==> src/rtl/uart_rx_param.sv <==
// uart_rx_param: parametrised UART receiver with a one-word holding register.
//
// Input serial_rx is synchronised, then decoded by a start/data/parity/stop
// FSM that samples each bit at its midpoint. A completed frame is loaded into
// the holding register and presented on a valid/ready handshake. Errored frames
// are still delivered, with their flags.
//
// Ports:
//   clk          system clock
//   rst_n        asynchronous active-low reset
//   serial_rx    asynchronous serial line, idles high
//   rx_data      received word, valid while rx_valid=1
//   rx_valid     holding register full
//   rx_ready     consumer accepts the word when rx_valid & rx_ready
//   parity_err   parity mismatch for the held word
//   framing_err  a stop bit was sampled low for the held word
//   overrun_err  sticky: a frame completed while the register was full
//   busy         receiver is not idle
module uart_rx_param #(
    parameter int CLK_FREQ_HZ = 33330000,
    parameter int BAUD_RATE   = 115200,
    parameter int DATA_BITS   = 8,
    parameter int PARITY_MODE = 0,
    parameter int STOP_BITS   = 1,
    parameter int SYNC_STAGES = 2
) (
    input  logic                 clk,
    input  logic                 rst_n,
    input  logic                 serial_rx,
    output logic [DATA_BITS-1:0] rx_data,
    output logic                 rx_valid,
    input  logic                 rx_ready,
    output logic                 parity_err,
    output logic                 framing_err,
    output logic                 overrun_err,
    output logic                 busy
);

    localparam int CLKS_PER_BIT = CLK_FREQ_HZ / BAUD_RATE;
    localparam int HALF         = CLKS_PER_BIT / 2;
    localparam int CNT_W        = $clog2(CLKS_PER_BIT + 1);
    localparam int IDX_W        = $clog2(DATA_BITS);

    localparam logic [CNT_W-1:0] CNT_MAX   = CNT_W'(CLKS_PER_BIT - 1);
    localparam logic [CNT_W-1:0] HALF_CNT  = CNT_W'(HALF);
    localparam logic [IDX_W-1:0] LAST_IDX  = IDX_W'(DATA_BITS - 1);
    localparam logic             LAST_STOP = 1'(STOP_BITS - 1);

    localparam logic [2:0] IDLE       = 3'd0;
    localparam logic [2:0] START      = 3'd1;
    localparam logic [2:0] DATA       = 3'd2;
    localparam logic [2:0] PARITY     = 3'd3;
    localparam logic [2:0] STOP       = 3'd4;
    localparam logic [2:0] BREAK_WAIT = 3'd5;

    logic [SYNC_STAGES-1:0] sync_q;
    logic                   rx_s;
    logic [2:0]             state;
    logic [CNT_W-1:0]       cnt;
    logic [IDX_W-1:0]       bit_idx;
    logic                   stop_idx;
    logic                   perr;
    logic                   ferr;
    logic [DATA_BITS-1:0]   shift;
    logic                   mid_bit;
    logic                   frame_done;
    logic                   ferr_now;
    logic                   accept;

    assign rx_s       = sync_q[SYNC_STAGES-1];
    assign mid_bit    = (cnt == CNT_MAX);
    assign frame_done = (state == STOP) && mid_bit && (stop_idx == LAST_STOP);
    // The final stop sample is folded in directly; ferr itself updates on the same edge.
    assign ferr_now   = ferr | ~rx_s;
    assign accept     = rx_valid & rx_ready;
    assign busy       = (state != IDLE);

    // Synchroniser and receive FSM
    always_ff @(posedge clk or negedge rst_n) begin
        if (!rst_n) begin
            sync_q   <= '1;
            state    <= IDLE;
            cnt      <= '0;
            bit_idx  <= '0;
            stop_idx <= 1'b0;
            perr     <= 1'b0;
            ferr     <= 1'b0;
        end else begin
            sync_q <= {sync_q[SYNC_STAGES-2:0], serial_rx};
            case (state)
                IDLE: begin
                    cnt <= '0;
                    if (!rx_s) state <= START;
                end
                START: begin
                    if (cnt == HALF_CNT) begin
                        // Counting from mid start bit makes every later sample land mid-bit.
                        cnt      <= '0;
                        bit_idx  <= '0;
                        stop_idx <= 1'b0;
                        perr     <= 1'b0;
                        ferr     <= 1'b0;
                        state    <= rx_s ? IDLE : DATA;
                    end else begin
                        cnt <= cnt + 1'b1;
                    end
                end
                DATA: begin
                    if (mid_bit) begin
                        cnt     <= '0;
                        bit_idx <= bit_idx + 1'b1;
                        if (bit_idx == LAST_IDX)
                            state <= (PARITY_MODE != 0) ? PARITY : STOP;
                    end else begin
                        cnt <= cnt + 1'b1;
                    end
                end
                PARITY: begin
                    if (mid_bit) begin
                        cnt   <= '0;
                        perr  <= ((^shift) ^ rx_s) != (PARITY_MODE == 1);
                        state <= STOP;
                    end else begin
                        cnt <= cnt + 1'b1;
                    end
                end
                STOP: begin
                    if (mid_bit) begin
                        cnt <= '0;
                        if (!rx_s) ferr <= 1'b1;
                        if (stop_idx == LAST_STOP)
                            // A line still low here is a break; wait it out before re-arming.
                            state <= rx_s ? IDLE : BREAK_WAIT;
                        else
                            stop_idx <= 1'b1;
                    end else begin
                        cnt <= cnt + 1'b1;
                    end
                end
                BREAK_WAIT: begin
                    if (rx_s) state <= IDLE;
                end
                default: state <= IDLE;
            endcase
        end
    end

    // Data shift register: LSB arrives first, so shift in from the top
    always_ff @(posedge clk) begin
        if ((state == DATA) && mid_bit)
            shift <= {rx_s, shift[DATA_BITS-1:1]};
    end

    // Holding register and handshake
    always_ff @(posedge clk or negedge rst_n) begin
        if (!rst_n) begin
            rx_data     <= '0;
            rx_valid    <= 1'b0;
            parity_err  <= 1'b0;
            framing_err <= 1'b0;
            overrun_err <= 1'b0;
        end else if (frame_done && (!rx_valid || rx_ready)) begin
            rx_data     <= shift;
            parity_err  <= perr;
            framing_err <= ferr_now;
            rx_valid    <= 1'b1;
            overrun_err <= 1'b0;
        end else if (frame_done) begin
            overrun_err <= 1'b1;
        end else if (accept) begin
            rx_valid    <= 1'b0;
            parity_err  <= 1'b0;
            framing_err <= 1'b0;
            overrun_err <= 1'b0;
        end
    end

endmodule
==> config.mk <==
export PLATFORM = sky130hd
export DESIGN_NAME = uart_rx_param
export DESIGN_NICKNAME = d
export VERILOG_FILES = /design/src/rtl/uart_rx_param.sv
export SDC_FILE = /design/constraint.sdc
export NUM_CORES = 1
export LEC_CHECK = 0
export ABC_AREA = 1
export CAP_MARGIN = 30
export CORE_MARGIN = 2
export CORE_UTILIZATION = 50
export DETAILED_ROUTE_END_ITERATION = 16
export PLACE_DENSITY = 0.82
export SYNTH_ARGS = -nofsm -noshare
export SYNTH_HDL_FRONTEND = slang
export SYNTH_SLANG_ARGS = --single-unit
==> constraint.sdc <==
create_clock -name clk -period 4.1 [get_ports clk]
set_input_delay 0.82 -clock clk [delete_from_list [all_inputs] [get_ports clk]]
set_output_delay 0.82 -clock clk [all_outputs]
set_load 0.005 [all_outputs]
Yosys cells after proc, flatten, opt, wreduce, memory -nomap -nowiden:

Index checks and enable logic that the tools add are counted.

* flip-flop bits (word level): 40
* bits of input ports: 4
* output and inout port bits: 13

* add/sub/neg operators: 2
* equality and inequality tests: 18
* mux-type cells: 33
* bitwise logic cells: 5
* reductions and logical operators: 22

Operator list (number)
* $mux W3: 11
* $pmux W9 S3: 1
* $mux W9: 2
* $ne A2 B2 Y1 const B: 9
* $pmux W3 S6: 1
* $mux W1: 13
* $add A9 B1 Y9 const B: 1
* $eq A3 B3 Y1 const B: 3
* $eq A9 B8 Y1 const B: 1
* $eq A9 B9 Y1 const B: 1
* $reduce_and A3 Y1: 3
* $reduce_bool A3 Y1: 3
* $reduce_and A8 Y1: 1
* $reduce_bool A2 Y1: 4
* $reduce_xor A8 Y1: 1
* $eq A3 B2 Y1 const B: 2
* $pmux W1 S2: 3
* $pmux W3 S2: 1
* $logic_and A1 B1 Y1: 4
* $reduce_and A4 Y1: 1
* $add A3 B1 Y3 const B: 1
* $eq A3 B1 Y1 const B: 1
* $logic_not A3 Y1: 1
* $reduce_or A3 Y1: 1
* other kinds (9): 10

Logic depth before layout (Yosys ltp):

Gate-level depths: netlist (run 1).

* depth in word-level cells: 6
* gate-level depth with buffers: 11

Worst setup path after synthesis (run 1):

OpenSTA, ideal clock, no wires.

* kind: input to register
* from: in rx_ready
* to: reg rx_data[4]
* setup time: 0.074 ns
* arrival: 1.507 ns
* required time: 4.026 ns
* slack: 2.520 ns
* cell stages on the path: 6
* buffers on the path: 1
* cells stage by stage: nor2_1 > nor2_8 > inv_4 > buf_6 > nand2_2 > o21ai_2

* word-level cells in the longest chain between the ends: 2

Ends and longest elaborated chain
* from (decl): RTL line 32 `input logic rx_ready,`
* $logic_or A1 B1 Y1: RTL line 162 `end else if (frame_done && (!rx_valid || rx_ready)) begin`
* $logic_and A1 B1 Y1: RTL line 162
* to (signal assigned): RTL line 163 `rx_data <= shift;`
* to (decl): RTL line 30 `output logic [DATA_BITS-1:0] rx_data,`

Every way passes these cells.
A chain may end at the register's enable or synchronous reset.

Worst setup path in the final report (run 1):

* from: reg state[0]
* to: out busy

* word-level cells in the longest chain between the ends: 1

Ends and longest elaborated chain
* from (decl): RTL line 58 `logic [2:0] state;`
* from (signal assigned): RTL line 103 `state <= rx_s ? IDLE : DATA;`
* from (signal assigned): RTL line 113 `state <= (PARITY_MODE != 0) ? PARITY : STOP;`
* from (signal assigned): RTL line 133 `state <= rx_s ? IDLE : BREAK_WAIT;`
* $reduce_bool A3 Y1: RTL line 76 `assign busy = (state != IDLE);`
* to (decl): RTL line 36 `output logic busy`

Every way passes these cells.

==> flow_summary.json, run 1 <==
{
  "final_cell_mix": "nand2_1, dfrtp_1, inv_1",
  "worstSetupStartpointType": "flip-flop",
  "p_sw_share_pct": 20.5,
  "holdBufCountCts": 0,
  "synth.distinct_cells": 26,
  "arrival_ns": 1.50,
  "grt.total_usage_pct": 18.8,
  "grt_util_met2_pct": 28.2,
  "crit_fanout": 6,
  "synth_nets": 236,
  "ctsResizeCount": 0,
  "cts-root-buf": "clkbuf_8",
  "dpl.hpwl_um": 2570,
  "worstPathCellList": "nor2_2, nand2_1, clkdlybuf4s50_1",
  "p_int_w": 0.000593,
  "num_rows": 22,
  "peakVddDrop_v": 0.000152,
  "path_clk_slew_ns": 0.07,
  "h-tree-depth": 2,
  "clock-sinks": 39,
  "via_count": 1508,
  "dieArea_um2": 4400,
  "io_pins": 17,
  "cts_tree": "done",
  "grt_pass1_vias": 1423,
  "die_x_um": 66.3,
  "period_needed_ns": 2.32,
  "syn_inst": 228,
  "clock_latency_ns": 0.30,
  "cts_inserted_buffers": 5,
  "pwr-share-clk_pct": 42.8,
  "ys_warn_count": 0,
  "worst_setup_path_end_kind": "output pin",
  "cp_slowest_stage_delay_ns": 0.45,
  "worst_hold_slack_ns": 0.360,
  "syn2layout_area_growth_pct": 16.9,
  "start_util_pct": 52.6,
  "drv_cap": 0,
  "layout-drive-gt1-share_pct": 11.5,
  "max-slew-margin-rel_pct": 73.8,
  "synthFlopType": "dfrtp_1",
  "synth.avg_cell_area_um2": 8.52,
  "dr.pass1.iters": 4,
  "grt_pass1_wl_um": 6080,
  "met1_usage_pct": 23.4,
  "drt_iter0_markers": 81,
  "async_reset_ff_share_pct": 79.5,
  "setup_tns_ns": 0,
  "ys_seq_area_share_pct": 52.4,
  "drc": 0,
  "grt_overflow": 0,
  "seqPwrFrac_pct": 53.9,
  "crit_type": "reg2out",
  "post_cts_buffers": 0,
  "fin_skew_ns": 0.00484,
  "synth_edf_count": 8,
  "post_drt_wl_per_cell_um": 11.5,
  "timing.fmax_mhz": 431,
  "status": "complete, no violations",
  "post-route-util_pct": 61.6,
  "grt_max_degree": 32,
  "grtUsageMet3_pct": 5.45,
  "finalPower_w": 0.000746,
  "ant_nets": 0,
  "share_comb_of_total_power_pct": 3.3,
  "viasPerCell": 5.03,
  "switchingPower_w": 0.000153,
  "cts_buffer_depth": 2,
  "hold_viol": 0,
  "syn_area_um2": 1940,
  "hold_class": "reg2reg",
  "critPathSlowestCell": "clkdlybuf4s50_1",
  "drv_slew": 0,
  "layout.cells.most_common": "nand2_1",
  "power_leakage_nw": 1.15,
  "worstMarginPinSlew_ns": 0.391,
  "port_buffers": 16,
  "core_um2": 3690,
  "period_share_pct": 56.5,
  "die_h_um": 66.3,
  "grt.busiest_layer": "met2",
  "dp_worst_setup_slack_ns": 2.02,
  "grt_antenna_before_repair": 0,
  "setup_violations": 0,
  "finalWorstSetupSlack_ns": 1.78,
  "pwr_density_cell_nw_per_um2": 329,
  "nets": 259,
  "gp_congestion": 0.842,
  "required_ns": 3.28,
  "antenna_cells": 0,
  "routed_wl_um": 3460,
  "ys_seq_elements": 39,
  "rsz0062_at_grt": "no"
}
[area by class of cell]
| class | instances | area (µm²) |
|---|---|---|
| Clock buffer | 5 | 68.8 |
| Tap cell | 48 | 60.1 |
| Clock inverter | 3 | 43.8 |
| Multi-Input combinational cell | 158 | 797 |
| Timing Repair Buffer | 17 | 168 |
| Sequential cell | 39 | 1020 |
| Fill cell | 321 | 1420 |
| Inverter | 30 | 115 |
[critical path: cells and delay by family (launching register included)]
| kind | cells | cell delay (ns) |
|---|---|---|
| DFF | 1 | 0.44 |
| and+or+nand+nor | 2 | 0.31 |
| buffers and inverters | 1 | 0.45 |
[per-layer routing]
metal  share of wire (%)  vias to the layer above
met5                   0                        -
met4                 2.5                        0
met3                 4.3                        7
met2                  47                       33
met1                  46                      694
li1                    -                      774
[state kept, by name, indices dropped and copies added (netlist names)]
name,count
sync_q,2
perr,1
state,3
cnt,9
rx_data,8
framing_err,1
parity_err,1
overrun_err,1
bit_idx,3
ferr,1
shift,8
rx_valid,1
[power groups by stage]
stage / Sequential (W) / Combinational, W / Clock, W
6_report: 0.000402 / 0.0000247 / 0.000319
5_1_grt: 0.000403 / 0.0000282 / 0.000344
4_1_cts: 0.000402 / 0.0000255 / 0.000328
3_5_place_dp: 0.000410 / 0.0000255 / 0
3_3_place_gp: 0.000410 / 0.0000245 / 0
2_1_floorplan: 0.000410 / 0.00000698 / 0
[path summary, 6_finish.rpt]
check	to	startpoint	slack, ns	depth (start not counted)
worst max-delay path	busy	state[0]$_DFFE_PN0P_	1.78	3
worst min-delay path	sync_q[1]$_DFF_PN1_	sync_q[0]$_DFF_PN1_	0.36	0
worst max register to register	cnt[4]$_DFFE_PN0P_	cnt[0]$_DFFE_PN0P_	2.26	9
worst min register to register	sync_q[1]$_DFF_PN1_	sync_q[0]$_DFF_PN1_	0.36	0
max in group asynchronous	sync_q[1]$_DFF_PN1_	rst_n	2.88	2
min in group asynchronous	cnt[0]$_DFFE_PN0P_	rst_n	0.91	2
[cell families (layout without fill, tap and decap cells)]
family / after synthesis / count (layout) / synth area share, %
AND/OR/NAND/NOR: 128 / 128 / 29.6
flip-flops: 39 / 39 / 52.4
buffers and inverters: 31 / 55 / 6.51
AO/OA/AOI/OAI: 22 / 22 / 7.02
adder cells (fa/ha/maj): 4 / 4 / 2.58
XOR/XNOR: 4 / 4 / 1.80
[cells in the mapped netlist (2+ instances only)]
master     n  area, µm²
dfrtp_1   29        726
nand4_1    6       37.5
nor3_1     4       20.0
nor2_1    19       71.3
o21ai_2    6       52.6
inv_1     28        105
nor2_4     2       22.5
nand2_2    3       18.8
xor2_1     4       35.0
nor2_2     2       12.5
nand2_1   76        285
ha_1       4       50.1
edfxtp_1   8        240
o21ai_0   13       65.1
nand3_1   12       60.1
dfstp_2    2       52.6
[per-stage QoR]
step / instance area, µm² / std cells
after global placement: 2160 / 292
after global routing: 2270 / 300
after floorplan: 1940 / 228
final: 2270 / 300
after detailed placement: 2160 / 292
after CTS: 2270 / 300
Note: power is estimated with default switching activity, not from simulation.
==> inputs of run 2 (changes only) <==
Clock period 4.1 ns to 2.3 ns, I/O delays scaled along.
==> flow_summary.json, run 2 (same netlist as run 1, synthesis figures left out) <==
{
  "grt.total_usage_pct": 18.9,
  "hold_class": "reg2reg",
  "rr_endpoint": "cnt[4]$_DFFE_PN0P_",
  "drv_slew": 0,
  "start_util_pct": 52.6,
  "final_cell_mix": "nand2_1, dfrtp_1, inv_1",
  "viasPerCell": 5.05,
  "power_leakage_nw": 1.13,
  "dr.pass1.iters": 4,
  "rr_worst_depth": 9,
  "drt_iter0_markers": 70,
  "finalWorstSetupSlack_ns": 0.339,
  "critPathSlowestCell": "clkdlybuf4s50_1",
  "max-slew-margin-rel_pct": 66.7,
  "worst_setup_path_end_kind": "output pin",
  "drc": 0,
  "cts_inserted_buffers": 5,
  "grt_pass1_vias": 1424,
  "min_to": "sync_q[1]$_DFF_PN1_",
  "die_h_um": 66.3,
  "crit_buf_inv": 2,
  "pwr_density_cell_nw_per_um2": 535,
  "drv_cap": 0,
  "whs_path_depth": 0,
  "seqPwrFrac_pct": 59.8,
  "final_cells": 300,
  "timing.fmax_mhz": 510,
  "worstPathCellList": "inv_1, nand2_1, clkdlybuf4s50_1",
  "core_um2": 3690,
  "holdBufCountCts": 0,
  "grt_antenna_before_repair": 0,
  "reg_top3": "cnt: 9 flops, rx_data: 8 flops, shift: 8 flops",
  "ctsResizeCount": 0,
  "path_delay_family": "buffers and inverters",
  "die_x_um": 66.3,
  "cp-startpoint": "state[2]$_DFFE_PN0P_",
  "multi_input_area_um2": 797,
  "largest_register": "cnt",
  "cp_slowest_stage_delay_ns": 0.51,
  "largest_reg_flops": 9,
  "period_share_pct": 85.3,
  "setup_violations": 0,
  "port_buffers": 16,
  "path_clk_slew_ns": 0.07,
  "dieArea_um2": 4400,
  "nets": 259,
  "cts_buffer_depth": 2,
  "dpl.hpwl_um": 2600,
  "setup_tns_ns": 0,
  "share_comb_of_total_power_pct": 3.6,
  "clock-sinks": 39,
  "switchingPower_w": 0.000259,
  "dp_worst_setup_slack_ns": 0.551,
  "worstSetupStartpointType": "flip-flop",
  "clock_latency_ns": 0.29,
  "peakVddDrop_v": 0.000236,
  "regArea_um2": 1020,
  "num_rows": 22,
  "cts_tree": "done",
  "antenna_cells": 0,
  "grt_pass1_wl_um": 6140,
  "post_cts_buffers": 0,
  "via_count": 1514,
  "gp_congestion": 0.893,
  "arrival_ns": 1.50,
  "grt_overflow": 0,
  "p_int_w": 0.000940,
  "rsz0062_at_grt": "no",
  "post_drt_wl_per_cell_um": 11.8,
  "cts-root-buf": "clkbuf_8",
  "hold_viol": 0,
  "layout.cells.most_common": "nand2_1",
  "period_needed_ns": 1.96,
  "syn2layout_area_growth_pct": 15.5,
  "placed_cells": 292,
  "routed_wl_um": 3530,
  "status": "complete, no violations",
  "crit_type": "reg2out",
  "fill_cells": 333,
  "required_ns": 1.84,
  "ant_nets": 0,
  "h-tree-depth": 2,
  "grt_max_degree": 32,
  "reg2reg_slack_ns": 0.52,
  "timing.hold.worst.start": "sync_q[0]$_DFF_PN1_",
  "p_sw_share_pct": 21.6,
  "io_pins": 17,
  "layout-drive-gt1-share_pct": 10.7,
  "fin_skew_ns": 0.00540,
  "crit_fanout": 6,
  "finalPower_w": 0.00120,
  "r2r_start": "cnt[0]$_DFFE_PN0P_",
  "pwr-share-clk_pct": 36.5,
  "worstMarginPinSlew_ns": 0.497
}
run 2: changes by cell type in the layout (fill, tap and decap cells not counted), sizes merged:
| cell | change |
|---|---|
| clkinvlp | +1 |
| bufinv | -1 |
run 2: final cells by class:
| cell class | count | area share, % |
|---|---|---|
| well taps | 48 | 2.68 |
| flip-flops and latches | 39 | 45.4 |
| inverters | 30 | 5.13 |
| multi-input cells | 158 | 35.5 |
| repair buffers | 17 | 7.48 |
| clock buffers | 5 | 3.07 |
| clock inverters | 3 | 0.670 |
run 2: worst max path at each step:
stage,endpoint,slack (ns),cells past startpoint
3_3_place_gp,rx_data[3]$_DFFE_PN0P_,0.60,6
3_5_place_dp,rx_data[0]$_DFFE_PN0P_,0.55,6
6_report,busy,0.34,3
5_1_grt,busy,0.29,3
4_1_cts,busy,0.35,3
2_1_floorplan,cnt[4]$_DFFE_PN0P_,0.78,9
run 2: per-stage QoR:
step	hold WS, ns	utilization (%)	instance area, µm²
2_1_floorplan	0.164	-	1940
3_3_place_gp	0.346	58.5	2160
3_5_place_dp	0.348	58.5	2160
4_1_cts	0.358	60.8	2240
5_1_grt	0.359	60.8	2240
6_report	0.357	60.8	2240
run 2: power by group through the flow:
stage               clock, W  combinational [W]  sequential, W
floorplan                  0          0.0000124       0.000731
global placement           0          0.0000439       0.000730
detailed placement         0          0.0000450       0.000731
CTS                 0.000450          0.0000450       0.000717
global route        0.000477          0.0000494       0.000718
finish              0.000438          0.0000437       0.000717
run 2: metal layers:
layer  vias to the layer above  GRT usage (%)  wire length (µm)
li1                        772              -                 -
met1                       700           22.6              1570
met2                        35           30.6              1730
met3                         7           4.43               140
met4                         0           11.2                95
met5                         -              0                 0
